## src/rtl/pipe_pkg.sv

```systemverilog
// ============================================================================
// Module   : pipe_pkg
// Brief    : Shared encodings for the M/W pipeline stage.
// Revision : 1.0 - initial release
// ============================================================================
`default_nettype none

package pipe_pkg;

  localparam int XLEN_DEF = 32;

  localparam logic [1:0] RES_ALU = 2'b00;
  localparam logic [1:0] RES_MEM = 2'b01;
  localparam logic [1:0] RES_PC4 = 2'b10;

  typedef enum logic [0:0] {
    S_IDLE = 1'b0,
    S_WAIT = 1'b1
  } dmem_state_t;

endpackage

`default_nettype wire

```

## src/rtl/dmem_ctrl.sv

```systemverilog
// ============================================================================
// Module   : dmem_ctrl
// Brief    : Data-memory handshake FSM, stall generation, misalignment detect.
// Revision : 1.0 - initial release
// ============================================================================
`default_nettype none

module dmem_ctrl
  import pipe_pkg::*;
#(
  parameter int XLEN  = XLEN_DEF,
  parameter int CNT_W = 32
) (
  input  logic             clk,
  input  logic             rst,
  input  logic             ValidM,
  input  logic             MemWriteM,
  input  logic [1:0]       ResultSrcM,
  input  logic [XLEN-1:0]  ALUResultM,
  input  logic [XLEN-1:0]  WriteDataM,
  output logic             dmem_req,
  output logic             dmem_we,
  output logic [XLEN-1:0]  dmem_addr,
  output logic [XLEN-1:0]  dmem_wdata,
  input  logic             dmem_ready,
  output logic             StallM,
  output logic             misaligned,
  output logic [CNT_W-1:0] StallCount
);

  dmem_state_t r_state;
  dmem_state_t w_nextState;
  logic        w_memOp;

  assign w_memOp    = ValidM & (MemWriteM | (ResultSrcM == RES_MEM));
  assign misaligned = w_memOp & (ALUResultM[1:0] != 2'b00);

  // Reset gates the request so an in-flight access is abandoned immediately.
  assign dmem_req   = w_memOp & ~misaligned & ~rst;
  assign dmem_we    = MemWriteM;
  assign dmem_addr  = ALUResultM;
  assign dmem_wdata = WriteDataM;
  assign StallM     = dmem_req & ~dmem_ready;

  always_ff @(posedge clk) begin
    if (rst) begin
      r_state <= S_IDLE;
    end else begin
      r_state <= w_nextState;
    end
  end

  always_comb begin
    w_nextState = r_state;
    case (r_state)
      S_IDLE: if (dmem_req && !dmem_ready) w_nextState = S_WAIT;
      S_WAIT: if (!dmem_req || dmem_ready) w_nextState = S_IDLE;
      default: w_nextState = S_IDLE;
    endcase
  end

  always_ff @(posedge clk) begin
    if (rst) begin
      StallCount <= '0;
    end else if (StallM && (StallCount != {CNT_W{1'b1}})) begin
      StallCount <= StallCount + 1'b1;
    end
  end

endmodule

`default_nettype wire

```

## src/rtl/mem_wb_cycle.sv

```systemverilog
// ============================================================================
// Module   : mem_wb_cycle
// Brief    : Memory-access plus writeback stage; owns the M/W register.
// Revision : 1.0 - initial release
// ============================================================================
`default_nettype none

module mem_wb_cycle
  import pipe_pkg::*;
#(
  parameter int XLEN  = XLEN_DEF,
  parameter int CNT_W = 32
) (
  input  logic             clk,
  input  logic             rst,
  input  logic             ValidM,
  input  logic             RegWriteM,
  input  logic             MemWriteM,
  input  logic [1:0]       ResultSrcM,
  input  logic [4:0]       RdM,
  input  logic [XLEN-1:0]  ALUResultM,
  input  logic [XLEN-1:0]  WriteDataM,
  input  logic [XLEN-1:0]  PCPlus4M,
  output logic             dmem_req,
  output logic             dmem_we,
  output logic [XLEN-1:0]  dmem_addr,
  output logic [XLEN-1:0]  dmem_wdata,
  input  logic             dmem_ready,
  input  logic [XLEN-1:0]  dmem_rdata,
  output logic             StallM,
  output logic             RegWriteW,
  output logic [4:0]       RdW,
  output logic [XLEN-1:0]  ResultW,
  output logic             MisalignW,
  output logic [CNT_W-1:0] StallCount
);

  logic            w_misaligned;
  logic [XLEN-1:0] w_result;

  dmem_ctrl #(
    .XLEN  (XLEN),
    .CNT_W (CNT_W)
  ) u_dmem_ctrl (
    .clk        (clk),
    .rst        (rst),
    .ValidM     (ValidM),
    .MemWriteM  (MemWriteM),
    .ResultSrcM (ResultSrcM),
    .ALUResultM (ALUResultM),
    .WriteDataM (WriteDataM),
    .dmem_req   (dmem_req),
    .dmem_we    (dmem_we),
    .dmem_addr  (dmem_addr),
    .dmem_wdata (dmem_wdata),
    .dmem_ready (dmem_ready),
    .StallM     (StallM),
    .misaligned (w_misaligned),
    .StallCount (StallCount)
  );

  always_comb begin
    w_result = ALUResultM;
    case (ResultSrcM)
      RES_MEM: w_result = dmem_rdata;
      RES_PC4: w_result = PCPlus4M;
      default: w_result = ALUResultM;
    endcase
  end

  // A stalled cycle pushes a bubble; RdW/ResultW keep their old values.
  always_ff @(posedge clk) begin
    if (rst) begin
      RegWriteW <= 1'b0;
      RdW       <= '0;
      ResultW   <= '0;
      MisalignW <= 1'b0;
    end else if (StallM) begin
      RegWriteW <= 1'b0;
      MisalignW <= 1'b0;
    end else begin
      RegWriteW <= ValidM & RegWriteM & (RdM != 5'd0) & ~w_misaligned;
      RdW       <= RdM;
      ResultW   <= w_result;
      MisalignW <= w_misaligned;
    end
  end

endmodule

`default_nettype wire

```

## config.mk

```make
export PLATFORM = sky130hd
export DESIGN_NAME = mem_wb_cycle
export DESIGN_NICKNAME = d
export VERILOG_FILES = /design/src/rtl/pipe_pkg.sv /design/src/rtl/dmem_ctrl.sv /design/src/rtl/mem_wb_cycle.sv
export SDC_FILE = /design/constraint.sdc
export NUM_CORES = 1
export LEC_CHECK = 0
export ABC_AREA = 1
export BUFFER_PORTS_ARGS = -buffer_cell sky130_fd_sc_hd__buf_2
export CORE_MARGIN = 2
export CORE_UTILIZATION = 40
export DETAILED_ROUTE_END_ITERATION = 7
export PLACE_DENSITY = 0.77
export RECOVER_POWER = 50
export REMOVE_ABC_BUFFERS = 1
export SLEW_MARGIN = 20
export SYNTH_ARGS = -nofsm -noshare
export SYNTH_HDL_FRONTEND = slang
export SYNTH_SLANG_ARGS = --single-unit
```

## constraint.sdc

```tcl
create_clock -name clk -period 1.75 [get_ports clk]
set_input_delay 0.2625 -clock clk [delete_from_list [all_inputs] [get_ports clk]]
set_output_delay 0.2625 -clock clk [all_outputs]
set_load 0.01 [all_outputs]
```

# Word-level counts from Yosys, hierarchy flattened
# Cells that the tools add are included.
# W data, S select, Z words.
[word_totals]
latchBits = 0
memories = 0
output_inout_bits = 138
reg_bits = 71
mem_bits_rw = 0
in_bits = 141
mem_bits_ro = 0
[classes]
n_bitwise = 12
n_addsub = 1
muxes = 1
div = 0
magnitude_cmp = 0
reduce_logical = 4
mul = 0
n_shift = 0
n_eq_ne = 3
[ops]
columns = ["op", "n"]
rows = [
  ["$pmux W32 S2", 1],
  ["$add A32 B1 Y32 const B", 1],
  ["$ne A32 B32 Y1 const B", 1],
  ["$and A1 B1 Y1", 8],
  ["$reduce_bool A5 Y1", 1],
  ["$not A1 Y1", 3],
  ["$eq A2 B1 Y1 const B", 1],
  ["$eq A2 B2 Y1 const B", 1],
  ["$reduce_bool A2 Y1", 1],
  ["$reduce_or A2 Y1", 1],
  ["$logic_and A1 B1 Y1", 1],
  ["$or A1 B1 Y1", 1],
]

# Logic depth before layout (Yosys ltp)
# Gate-level depths: netlist of the first run.
[depth]
ltp_word = 9
ltp_mapped = 13

# Cells and area by module
# Synthesis of the first run repeated with hierarchy kept, for this count alone.
[hier_totals]
cells_unflattened = 757
area_unflattened_um2 = 4707.0
[by_module_without_submodules]
columns = ["module", "cells_per_inst", "area_each_um2", "n_inst"]
rows = [
  ["dmem_ctrl", 419, 2613.8, 1],
  ["mem_wb_cycle", 338, 2093.3, 1],
]

# Least setup slack after synthesis of the first run
# No wires, ideal clock.
[synth_path]
path_kind = "register to register"
start = "reg u_dmem_ctrl.StallCount[1]"
end = "reg u_dmem_ctrl.StallCount[27]"
synth_period_minus_slack_ns = 1.677
stages_incl_launch_ff = 11
setup_slack_ns = 0.073
arrival_time_ns = 1.564
t_required_ns = 1.637
cell_sequence = "dfxtp_1 > ha_1 > inv_1 > nor2_4 > nand2_1 > nor2_1 > nand3_2 > buf_6 > buf_6 > a21oi_2 > nor2_1"
[synth_via]
elab_chain_len = 2
elab_cells_between_ends = 3
cone_classes = "add/sub: 1; eq/ne: 1; reduce/logical: 1"
[synth_rtl]
columns = ["item", "line_no", "rtl"]
rows = [
  ["from (decl)", "dmem_ctrl.sv:28", "output logic [CNT_W-1:0] StallCount"],
  ["from (signal assigned)", "dmem_ctrl.sv:66", "StallCount <= StallCount + 1'b1;"],
  ["branches (longest 2 deep; another with $add A32 B1 Y32)", "n/a", ""],
]
# Several ways; the timed one is not identified.
# A chain may end at the register's enable or synchronous reset.

# Final worst setup path of the first run
[layout_path]
start = "in ResultSrcM[1]"
end = "out StallM"
[layout_via]
elab_chain_len = 8
[layout_rtl]
columns = ["item", "line_no", "rtl"]
rows = [
  ["from (decl)", "mem_wb_cycle.sv:19", "input logic [1:0] ResultSrcM,"],
  ["$eq A2 B1 Y1 *", "dmem_ctrl.sv:35", "assign w_memOp = ValidM & (MemWriteM | (ResultSrcM == RES_MEM));"],
  ["$or A1 B1 Y1 *", "dmem_ctrl.sv:35", ""],
  ["$and A1 B1 Y1 *", "dmem_ctrl.sv:35", ""],
  ["$and A1 B1 Y1", "dmem_ctrl.sv:36", "assign misaligned = w_memOp & (ALUResultM[1:0] != 2'b00);"],
  ["$not A1 Y1", "dmem_ctrl.sv:39", "assign dmem_req = w_memOp & ~misaligned & ~rst;"],
  ["$and A1 B1 Y1 * (2 in a row)", "dmem_ctrl.sv:39", ""],
  ["$and A1 B1 Y1 *", "dmem_ctrl.sv:43", "assign StallM = dmem_req & ~dmem_ready;"],
  ["to (decl)", "mem_wb_cycle.sv:30", "output logic StallM,"],
]
# Mark *: on every way between the ends. The rest lies on a longest branch, timed or not.

==> run metrics, run 1 <==
first-pass GRT wire length about 23 mm; largest area contributor in the netlist dfxtp_1; Worst Max-Slew Pin Slew 0.558 ns; Seq. cell area 0.00142 mm²; Via density 5.10; ratio of cells with drive above 1 in the final layout 0.270; clk buf depth 2; area delta synth->final 22.4%; internal power 0.00292 W; Core Footprint between 0.01 and 0.015 mm²; Seq cells post-synth about 70; IO Port Bufs 214; Placer Congestion about 0.91; CTS Sinks about 70; post-synthesis instance total between 600 and 700; post-DP HPWL around 12 mm; TritonCTS clock tree yes; GRT Total Usage 0.247; WL final 15.2 mm; Logic pwr share 0.152; Net Sw Power 0.00104 W; clk root buf clkbuf_8; WP data arrival 1.35 ns; Tcrit/Tclk final 0.923; drt pass-1 iters 4; Tot Pwr 0.00396 W; Final Cell Area 0.00549 mm²; FF-to-FF path depth 8; wire per inst 15.8 µm; Seq/Total Area, Yosys 0.317; Die W 110 µm; max incr delay on CP around 0.2 ns; crit path buf inv count 5; setup repair after global routing missed its margin true; minimum clock period about 1.6 ns; Initial Util 0.412; Critical Path, Cell by Cell buf_2 -> inv_1 -> ha_1 -> nor2_1 -> nor2_1 -> nand3_2 -> inv_2 -> buf_4 -> buf_2; initial antenna violation count 1; HP Class input port to flip-flop; critical path startpoint ResultSrcM[1]; Net Sw Frac 0.263; Lkg Pwr around 2.4 nW; slowest CP cell ha_1; FF-to-FF Start u_dmem_ctrl.StallCount[8]; fmax 619 MHz; final setup violation count 0; Yosys cell types 28; Flop pwr share 0.434; die area 0.0121 mm²; Clk pin slew, worst setup/hold paths 0.07 ns; Final Max Tran Viols 0; pre-CTS setup slack -0.0189 ns; Mapped Area 0.00449 mm²; drt initial violations 263; Async SR Flop Fraction 0; buffer count from post-CTS setup fixing 0; Residual DRC 0; worst path required time 1.49 ns; CP Max Fanout 7; DP Area 0.00530 mm²; height of the die 110 µm; hold depth 3; vias in the first global route 4584; Post-synth EDFFs 0; VDD IR max approximately 0.00047 V; pin count of the biggest net entering global routing 57; final hold vios 0; commonest cells in the netlist nand2_1, nor2_1, dfxtp_1; Fillers 1155; Num CTS Buffers 9; final antenna-violating net count 0; critical path depth in cells 9; hold path start RegWriteM; reg2reg setup slack 0.15 ns; count leader, synth nand2_1; max_cap viols 0; # nets final roughly 960; Yosys top cell area share 0.317; largest cells by area after synthesis dfxtp_1, nand2_1, buf_4; area taken by multi-input logic gates 0.00231 mm²; grt total ovfl 0; clock insertion delay at the later pin of the skew report ~0.35 ns; Cell Rows 38; CP delay by family, top buffers and inverters; Clk network pwr share 0.414; main flop type after synthesis dfxtp_1; Crit. End Element output pin; YS warnings 0; CP Class input port to output pin; PD cells 722 mW/mm²; Vias 4905; slew margin rel. 0.628; H-tree depth 3; Worst setup SP type input port; Fin Clk Skew approximately 0.0058 ns; Setup WS post-layout approximately 0.14 ns; IO Pins 279; syn avg cell area 6.77 µm²; outcome completed
## power groups by stage
stage,registers (W),logic (W),clock network [W]
3_5_place_dp,0.00175,0.000627,0
4_1_cts,0.00172,0.000629,0.00167
5_1_grt,0.00173,0.000662,0.00174
3_3_place_gp,0.00175,0.000619,0
2_1_floorplan,0.00178,0.000224,0
6_report,0.00172,0.000602,0.00164
## repair_timing
action                     CTS  global route
setup endpoints to repair    0            29
hold buffers                 0             0
resized for setup            0            10
## layout make-up
type                    count  share of cell area
well taps                 140              0.0319
clock buffers              10              0.0251
clock inverters             5              0.0194
multi-input cells         460               0.421
flip-flops and latches     71               0.259
diodes                      1            0.000456
inverters                  32              0.0219
repair buffers            243               0.221
## registers in the layout, indices dropped and copies added, names as in the netlist
register / cells
MisalignW: 1
RdW: 5
RegWriteW: 1
ResultW: 32
u_dmem_ctrl.StallCount: 32
## per-layer routing
| metal | vias up | GRT usage | routed length [µm] |
|---|---|---|---|
| li1 | 2431 | - | - |
| met1 | 2225 | 0.269 | 5690 |
| met2 | 219 | 0.423 | 7320 |
| met3 | 30 | 0.109 | 1770 |
| met4 | 0 | 0.0832 | 385 |
| met5 | - | 0.0179 | 0 |
## through the flow
step | instances | util | TNS, ns | hold WS, ns
2_1_floorplan | 563 | - | -68.79 | 0.332
4_1_cts | 961 | 0.509 | 0 | 0.147
6_report | 962 | 0.504 | 0 | 0.164
5_1_grt | 962 | 0.504 | -0.0327 | 0.155
3_3_place_gp | 946 | 0.487 | 0 | 0.447
3_5_place_dp | 946 | 0.487 | -0.0362 | 0.457
## kinds of logic (layout without fill, tap and decap cells)
kind of cell,Yosys count,in the layout,synth area share
flops,71,71,0.317
other cells,0,1,0
simple gates,316,316,0.290
fa+ha+maj,3,3,0.00836
xor+xnor,9,9,0.0176
compound gates,132,132,0.193
buf+inv,132,290,0.174
## cell usage in the layout, fill, tap and decap left out, types with 2 or more instances in the layout
master     instances
nand4_1            6
nor2_2            11
a31oi_1           32
a21oi_1           21
nand2_1          177
nor3_1             3
xor2_1             5
nand3_2            4
a22o_1            32
buf_2            145
o21ai_0           37
nand3_1           26
buf_4             27
ha_1               2
bufinv_16          3
xnor2_1            4
dfxtp_1           70
nor2_1            82
inv_2              2
nor2_4             4
clkbuf_1          69
clkbuf_8          10
a21oi_2            8
inv_1             30
## worst reg2reg max path, stage by stage (launching register included)
cell	delay (ns)
dfxtp_1	0.42
nand2_1	0.14
nor2_1	0.18
nand3_1	0.16
nor2_2	0.31
nand2_1	0.09
nor2_1	0.11
nor2_1	0.05
nor2_1	0.09
## worst paths after layout
path                                              endpoint
worst min register to register                      RdW[1]
worst max-delay path                                StallM
worst min-delay path                             RegWriteW
worst max register to register  u_dmem_ctrl.StallCount[22]
Power figures use the tool's default switching activity.
==> inputs of run 2 (changes only) <==
==> constraint.sdc (replaced) <==
create_clock -name clk -period 1.75 [get_ports clk]
set_input_delay 0.2625 -clock clk [delete_from_list [all_inputs] [get_ports clk]]
set_output_delay 0.2625 -clock clk [all_outputs]
set_load 0.1 [all_outputs]
==> run metrics, run 2 (synthesis gave the netlist of run 1 again) <==
GRT Total Usage 0.249 (was 0.247); most frequent cells in the layout nand2_1, buf_2, nor2_1 (unchanged); Hold Path Sink RegWriteW (unchanged); hold path start RegWriteM (unchanged); CTS Sinks 71 (unchanged); Worst Max-Slew Pin Slew 1.22 ns (was 0.558 ns); pre-CTS setup slack -0.0154 ns (was -0.0189 ns); Worst setup SP type flip-flop (was input port); height of the die 110 µm (unchanged); clock insertion delay at the later pin of the skew report 0.35 ns (about the same); Cell Rows 38 (unchanged); Tcrit/Tclk final 0.937 (was 0.923); crit path buf inv count 2 (was 5); final setup violation count 0 (unchanged); Core Footprint 0.0109 mm² (unchanged); CP dominant cell by count nand2_1; WP data arrival 1.92 ns (was 1.35 ns); HP Class input port to flip-flop (unchanged); Setup WS post-layout 0.111 ns (was 0.135 ns); first-pass GRT wire length 23.0 mm (about the same); die area 0.0121 mm² (unchanged); IO Port Bufs 214 (unchanged); max_cap viols 0 (unchanged); minimum clock period 1.64 ns (was 1.61 ns); post-DP HPWL 11.9 mm (was 12.0 mm); VDD IR max 0.000639 V (was 0.000466 V); Seq. cell area 0.00143 mm² (was 0.00142 mm²); Crit. End Element flip-flop (was output pin); drt initial violations 301 (was 263); outcome completed (unchanged); IO Pins 279 (unchanged); Initial Util 0.412 (unchanged); ratio of cells with drive above 1 in the final layout 0.325 (was 0.270); Lkg Pwr 2.59 nW (was 2.42 nW); pin count of the biggest net entering global routing 57 (unchanged); WL final 15.4 mm (was 15.2 mm); TritonCTS clock tree yes (unchanged); fmax 610 MHz (was 619 MHz); CP Max Fanout 6 (was 7); Critical Path, Cell by Cell ha_2 -> inv_1 -> nor2_4 -> nand2_1 -> nor2_2 -> nand3_2 -> nand2_2 -> buf_4 -> nand2_1 -> a21oi_1 (was buf_2 -> inv_1 -> ha_1 -> nor2_1 -> nor2_1 -> nand3_2 -> inv_2 -> buf_4 -> buf_2); reg2reg setup slack 0.11 ns (was 0.15 ns); Fin Clk Skew 0.00639 ns (was 0.00576 ns); area taken by multi-input logic gates 0.00232 mm² (was 0.00231 mm²); Tot Pwr 0.00469 W (was 0.00396 W); grt total ovfl 0 (unchanged); max incr delay on CP 0.34 ns (was 0.20 ns); Num CTS Buffers 9 (unchanged); # nets final 964 (was 961); H-tree depth 3 (unchanged); Die W 110 µm (unchanged); PD cells 835 mW/mm² (was 722 mW/mm²); most common cell after layout, fill and taps aside nand2_1 (unchanged); final hold vios 0 (unchanged); setup repair after global routing missed its margin true (unchanged); worst path required time 2.03 ns (was 1.49 ns); clk root buf clkbuf_8 (unchanged); Via density 5.14 (was 5.10); slowest CP cell dfxtp_1 (was ha_1); FF-to-FF Start u_dmem_ctrl.StallCount[1] (was u_dmem_ctrl.StallCount[8]); slew margin rel. 0.193 (was 0.628); initial antenna violation count 1 (unchanged); Top Registers ResultW x32, u_dmem_ctrl.StallCount x32, RdW x5 (unchanged); Residual DRC 0 (unchanged); area delta synth->final 25.0% (was 22.4%); CP Class flip-flop to flip-flop (was input port to output pin); FF-to-FF path depth 10 (was 8); Placer Congestion 0.893 (was 0.909); final antenna-violating net count 0 (unchanged); CP delay by family, top simple AND/OR/NAND/NOR gates (was buffers and inverters); Fillers 1094 (was 1155); wire per inst 16.0 µm (was 15.8 µm); Vias 4964 (was 4905); reg2reg end u_dmem_ctrl.StallCount[4] (was u_dmem_ctrl.StallCount[22]); hold depth 3 (unchanged); Final Max Tran Viols 0 (unchanged); drt pass-1 iters 4 (unchanged); vias in the first global route 4574 (was 4584); Clk pin slew, worst setup/hold paths 0.08 ns (was 0.07 ns); clk buf depth 2 (unchanged)
==> run 2: cell types whose count changed in the layout (fill, tap and decap cells not counted), sizes merged <==
cell,before,now
buf,173,205
clkbuf,80,52
==> run 2: worst min-delay path, cell delays in order <==
cell and delay (ns):
buf_2 0.10, nand4_1 0.07, a211oi_1 0.04
==> run 2: area by class of cell <==
cell class | count | area share
Tap cell | 140 | 0.0312
Timing Repair Buffer | 246 | 0.238
Inverter | 32 | 0.0214
Clock inverter | 5 | 0.0190
Sequential cell | 71 | 0.254
Multi-Input combinational cell | 460 | 0.413
Antenna cell | 1 | 0.000446
Clock buffer | 11 | 0.0234
==> run 2: routing by layer <==
layer | routed length [µm] | part of all wire | up-vias | GRT usage
li1 | - | - | 2439 | -
met1 | 5470 | 0.35 | 2243 | 0.273
met5 | 0 | 0 | - | 0.0179
met3 | 1980 | 0.13 | 29 | 0.0978
met4 | 456 | 0.030 | 0 | 0.0778
met2 | 7510 | 0.49 | 253 | 0.436
==> run 2: what timing repair did <==
action	4_1_cts	5_1_grt
setup endpoints to repair	0	31
gates resized for setup	0	19
buffers inserted	0	2
hold buffers	0	0
==> run 2: through the flow <==
stage	utilization	hold slack (ns)	cells	cell area (µm²)	TNS (ns)
floorplan	-	0.332	563	3830	-84.36
global placement	0.492	0.449	946	5360	0
detailed placement	0.492	0.452	946	5360	-0.0205
CTS	0.514	0.156	962	5600	0
global route	0.515	0.162	966	5610	-0.0101
finish	0.515	0.175	966	5610	0
==> run 2: worst max-delay path by stage <==
stage | from | endpoint | slack [ns] | cells past startpoint
after floorplan | ResultSrcM[1] | u_dmem_ctrl.StallCount[0] | -1.77 | 9
after global placement | ResultSrcM[1] | u_dmem_ctrl.StallCount[26] | 0.04 | 12
after detailed placement | ResultSrcM[1] | u_dmem_ctrl.StallCount[22] | -0.02 | 12
after CTS | u_dmem_ctrl.StallCount[0] | u_dmem_ctrl.StallCount[23] | 0.08 | 9
after global routing | u_dmem_ctrl.StallCount[1] | u_dmem_ctrl.StallCount[31] | -0.007 | 10
final | u_dmem_ctrl.StallCount[1] | u_dmem_ctrl.StallCount[4] | 0.11 | 10
==> run 2: where the power goes <==
part	total, W	switching, W	internal (W)	leakage [nW]
Sequential	0.00172	0.0000341	0.00168	0.582
Clock	0.00160	0.000652	0.000951	0.114
Combinational	0.00137	0.00109	0.000274	1.90
Total	0.00469	0.00178	0.00291	2.59
